<file path="config.mk">
export PLATFORM = sky130hd
export DESIGN_NAME = spi_reg_master
export DESIGN_NICKNAME = d
export VERILOG_FILES = /design/src/rtl/spi_reg_master.sv
export SDC_FILE = /design/constraint.sdc
export NUM_CORES = 1
export LEC_CHECK = 0
export CORE_MARGIN = 4
export CORE_UTILIZATION = 55
export DETAILED_ROUTE_END_ITERATION = 16
export GPL_ROUTABILITY_DRIVEN = 0
export PLACE_DENSITY = 0.81
export SYNTH_ARGS = -nofsm -noshare
export SYNTH_HDL_FRONTEND = slang
export SYNTH_SLANG_ARGS = --single-unit
</file>
<file path="constraint.sdc">
create_clock -name clk -period 3.93 [get_ports clk]
set_input_delay 0.786 -clock clk [delete_from_list [all_inputs] [get_ports clk]]
set_output_delay 0.786 -clock clk [all_outputs]
set_load 0.1 [all_outputs]
</file>
<file path="src/rtl/spi_reg_master.sv">
// rtl/spi_reg_master.sv - register-access SPI master: one request becomes one {rw,addr,data} frame
// Optional feature macro SPI_CS_GAP_EN: GAP state holds cs_n high CS_GAP cycles after each frame.
module spi_reg_master #(
  parameter int CLK_DIV = 4,
  parameter int ADDR_W  = 8,
  parameter int DATA_W  = 8,
  parameter int CS_GAP  = 4
) (
  input  logic              clk,
  input  logic              reset_n,
  input  logic              req_valid,
  output logic              req_ready,
  input  logic              req_write,
  input  logic              req_mode,
  input  logic [ADDR_W-1:0] req_addr,
  input  logic [DATA_W-1:0] req_wdata,
  output logic              rsp_valid,
  output logic [DATA_W-1:0] rsp_rdata,
  output logic              cs_n,
  output logic              sclk,
  output logic              mosi,
  input  logic              miso,
  output logic              busy
);
  localparam int N  = 1 + ADDR_W + DATA_W;
  localparam int DW = $clog2(CLK_DIV);
  localparam int BW = $clog2(N + 1);

  if (CLK_DIV < 2 || CS_GAP < 1) begin : g_param_check
    $error("spi_reg_master: CLK_DIV must be >= 2 and CS_GAP >= 1");
  end

`ifdef SPI_CS_GAP_EN
  typedef enum logic [2:0] {IDLE, SETUP, SHIFT, HOLD, GAP} state_t;
  localparam int GW = $clog2(CS_GAP + 1);
  logic [GW-1:0] gap_cnt;
`else
  typedef enum logic [1:0] {IDLE, SETUP, SHIFT, HOLD} state_t;
`endif

  state_t            state;
  logic [DW-1:0]     div_cnt;
  logic [BW-1:0]     bit_cnt;
  logic [N-1:0]      tx_sr;
  logic [DATA_W-1:0] rx_sr;
  logic              mode_q;
  logic              div_last;
  logic              bit_last;

  assign div_last = (div_cnt == DW'(CLK_DIV - 1));
  assign bit_last = (bit_cnt == BW'(N - 1));

  always_ff @(posedge clk or negedge reset_n) begin
    if (!reset_n) begin
      state     <= IDLE;
      div_cnt   <= '0;
      bit_cnt   <= '0;
      tx_sr     <= '0;
      rx_sr     <= '0;
      mode_q    <= 1'b0;
      cs_n      <= 1'b1;
      sclk      <= 1'b0;
      mosi      <= 1'b0;
      req_ready <= 1'b0;
      rsp_valid <= 1'b0;
      rsp_rdata <= '0;
      busy      <= 1'b0;
`ifdef SPI_CS_GAP_EN
      gap_cnt   <= '0;
`endif
    end else begin
      rsp_valid <= 1'b0;
      case (state)
        IDLE: begin
          req_ready <= 1'b1;
          if (req_valid && req_ready) begin
            // Read frames carry zeros in the data field.
            tx_sr     <= {req_write, req_addr, req_write ? req_wdata : {DATA_W{1'b0}}};
            mode_q    <= req_mode;
            mosi      <= req_mode ? 1'b0 : req_write;
            cs_n      <= 1'b0;
            req_ready <= 1'b0;
            busy      <= 1'b1;
            div_cnt   <= '0;
            bit_cnt   <= '0;
            state     <= SETUP;
          end
        end
        SETUP: begin
          div_cnt <= div_cnt + DW'(1);
          if (div_last) begin
            div_cnt <= '0;
            state   <= SHIFT;
          end
        end
        SHIFT: begin
          div_cnt <= div_cnt + DW'(1);
          if (div_last) begin
            div_cnt <= '0;
            if (!sclk) begin
              sclk <= 1'b1;
              if (mode_q) begin
                mosi  <= tx_sr[N-1];
                tx_sr <= {tx_sr[N-2:0], 1'b0};
              end else begin
                rx_sr <= {rx_sr[DATA_W-2:0], miso};
              end
            end else begin
              sclk    <= 1'b0;
              bit_cnt <= bit_cnt + BW'(1);
              if (mode_q) begin
                rx_sr <= {rx_sr[DATA_W-2:0], miso};
              end else if (!bit_last) begin
                // Mode 0 keeps the current bit in tx_sr[N-1]; the last bit stays on mosi through HOLD.
                mosi  <= tx_sr[N-2];
                tx_sr <= {tx_sr[N-2:0], 1'b0};
              end
              if (bit_last) state <= HOLD;
            end
          end
        end
        HOLD: begin
          div_cnt <= div_cnt + DW'(1);
          if (div_last) begin
            div_cnt   <= '0;
            bit_cnt   <= '0;
            cs_n      <= 1'b1;
            mosi      <= 1'b0;
            rsp_valid <= 1'b1;
            rsp_rdata <= rx_sr;
`ifdef SPI_CS_GAP_EN
            gap_cnt   <= '0;
            state     <= GAP;
`else
            req_ready <= 1'b1;
            busy      <= 1'b0;
            state     <= IDLE;
`endif
          end
        end
`ifdef SPI_CS_GAP_EN
        GAP: begin
          gap_cnt <= gap_cnt + GW'(1);
          if (gap_cnt == GW'(CS_GAP - 1)) begin
            gap_cnt   <= '0;
            req_ready <= 1'b1;
            busy      <= 1'b0;
            state     <= IDLE;
          end
        end
`endif
        default: state <= IDLE;
      endcase
    end
  end
endmodule
</file>
==> key figures <==
Global routing
  – First-pass GRT wire length: 7670 um
  – Global route overflow: 0
  – Total GRT Usage: 18.1%
  – Vias in the first global route: 1,641
  – Largest net degree at the start of global routing: 30
  – Initial antenna violation count: 0

Drt
  – Vias post-DR: 1,571
  – WL/cell: 15.6 um
  – TritonRoute pass-1 iters: 5
  – ANT nets after route: 0
  – Drt via density: 5.49
  – 1st-iter DRT viols: 73
  – WL final: 4470 um
  – Remaining DRCs: 0

Run status
  – Status: finished, final reports clean

Yosys
  – Number of synthesized flops with an enable pin: 0
  – Syn. warnings: 0
  – Main synth FF type: dfrtp_1
  – Post-synthesis net count: 230
  – Synth Register Bits: 49
  – Async SR Flop Fraction: 100%
  – Commonest cells in the synthesized netlist: 48 x dfrtp_1, 34 x mux2_2, 15 x nand2_1
  – Synthesized area: 2470 um^2
  – Synth area leaders: dfrtp_1 49%, mux2_2 15%, ha_1 5.1%
  – Cell with the most instances after synthesis: dfrtp_1
  – Cells after synthesis: 198
  – Synth top area share: 48.5%
  – Biggest area consumer among synthesized cells: dfrtp_1
  – Synth cell types: 43
  – Sequential share of the synthesized area: 49.6%
  – Syn Area/Cell: 12.5 um^2

CTS
  – TritonCTS clock tree: built
  – Hold-fix buffers, CTS: 0
  – Postcts setup bufs: 0
  – CTS Buf Count: 5
  – Clock latency on the worst-skew pair: 300 ps
  – Max clock buf depth: 2
  – Total clock sinks: 49
  – CTS clk-pin slew, worst paths: 90 ps
  – Root Driver: clkbuf_8
  – H-tree levels: 2
  – Cts repair resizes: 0

Timing
  – Max Fclk: 356 MHz
  – Fin crit share: 71.5%
  – Final setup margin: 1120 ps
  – Final Hold Fails: 0
  – Clk_skew: 12.9 ps
  – Final Setup Violations: 0
  – RSZ-0062 raised after global routing: false
  – Max-slew violations: 0
  – Slew headroom: 34.5%
  – Min Tclk post-route: 2810 ps
  – Final hold slack: 420 ps
  – Tightest Pin Transition: 980 ps
  – Setup TNS: 0 ps

Placement
  – I/O Buffers: 35
  – Inst Count DP: 278
  – Post-place setup slack: 915 ps
  – Post-DP HPWL: 3240 um
  – Cell Area, Placed: 2830 um^2

Setup path
  – Buffer and inverter count on the worst path: 1
  – CP endpoint kind: output port
  – Cell family contributing the most delay on the critical path: buffers and inverters
  – Crit-path slowest cell: clkdlybuf4s50_1
  – Worst endpoint required time: 3140 ps
  – CP Launch Type: flip-flop
  – Crit Path Category: reg -> out
  – CP max stage delay: 1200 ps
  – Critical Path, Cell by Cell: clkdlybuf4s50_1
  – Crit Path Max Fanout: 8
  – Worst EP arrival: 2020 ps

Final layout
  – Storage cell area: 1230 um^2
  – Layout cells sized above 1: 26.1%
  – Final cell count without fillers: 286
  – P&R area growth vs syn: 18.0%
  – Core Util, Final: 67.1%
  – Nets: 265
  – ANT cells: 0
  – Area of the multi-input gates: 1130 um^2
  – Fillers: 342
  – Finished Cell Area: 2920 um^2

Hold path
  – Hold WC Path Type: in -> async

Pwr
  – Worst vdd ir: 0.210 mV
  – Leakage: 1.30 nW
  – Pwr/cell area: 296 nW/um^2
  – Design Power: 0.863 mW

Flow run
  – Max_cap viols: 0

Die
  – Die Ht: 75.1 um
  – Rows: 24
  – Die area: 5640 um^2
  – Core outline area: 4350 um^2
  – IO Pins: 36
  – Initial Utilization: 56.8%
  – Die Wd: 75.1 um
## area by class of cell
class                   instances  share of cell area, %
inverters                      12                   1.54
repair buffers                 37                   12.3
multi-input cells             128                   38.9
clock inverters                 2                  0.514
well taps                      52                   2.23
flip-flops and latches         49                   42.0
clock buffers                   6                   2.49
## kinds of logic (layout without fill, tap and decap cells)
family | count (synthesis) | in the layout | synth area share [%]
mux | 46 | 46 | 21.9
flops | 49 | 49 | 49.6
simple gates | 39 | 39 | 8.24
fa+ha+maj | 10 | 10 | 5.06
compound gates | 32 | 32 | 10.3
buf+inv | 21 | 57 | 4.55
xor+xnor | 1 | 1 | 0.354
## final timing paths
path | start | end | slack (ps) | cells past startpoint
worst min-delay path | reset_n | tx_sr[5] | 420 | 1
worst max register to register | state[0] | tx_sr[14] | 1230 | 7
worst min register to register | div_cnt[1] | div_cnt[1] | 510 | 2
min in group clk | div_cnt[1] | div_cnt[1] | 510 | 2
max in group asynchronous | reset_n | rsp_valid | 2770 | 2
worst max-delay path | sclk | sclk | 1120 | 1
## sequential cells by signal (all words and copies together), names as in the netlist, 2 cells and up
name	flops
tx_sr	17
rsp_rdata	8
rx_sr	8
bit_cnt	5
div_cnt	2
state	2
## where the power goes
part,internal (mW),switching [mW]
Clock,0.126,0.168
Combinational,0.0303,0.0211
Sequential,0.513,0.00584
## layer usage
| metal | routed length [um] | share of wire [%] | up-vias | global-route usage [%] |
|---|---|---|---|---|
| met1 | 2010 | 45 | 773 | 23.3 |
| met5 | 0 | 0 | - | 0 |
| met2 | 2260 | 51 | 26 | 30.6 |
| met4 | 57 | 1.3 | 0 | 5.93 |
| li1 | - | - | 765 | - |
| met3 | 144 | 3.2 | 7 | 3.60 |
## layout by cell type (no fill, tap or decap), drive strengths merged, types with 2 or more instances in the layout
cell            n
o21ai           6
inv            12
a21oi           6
buf             3
clkinvlp        2
mux2           42
nand2          16
clkbuf          6
nand3           2
a22oi           2
clkdlybuf4s50  34
ha             10
a22o            6
dfrtp          48
nor2            6
or2             2
and2            2
or3             3
mux2i           4
Note: power is estimated with default switching activity, not from simulation.
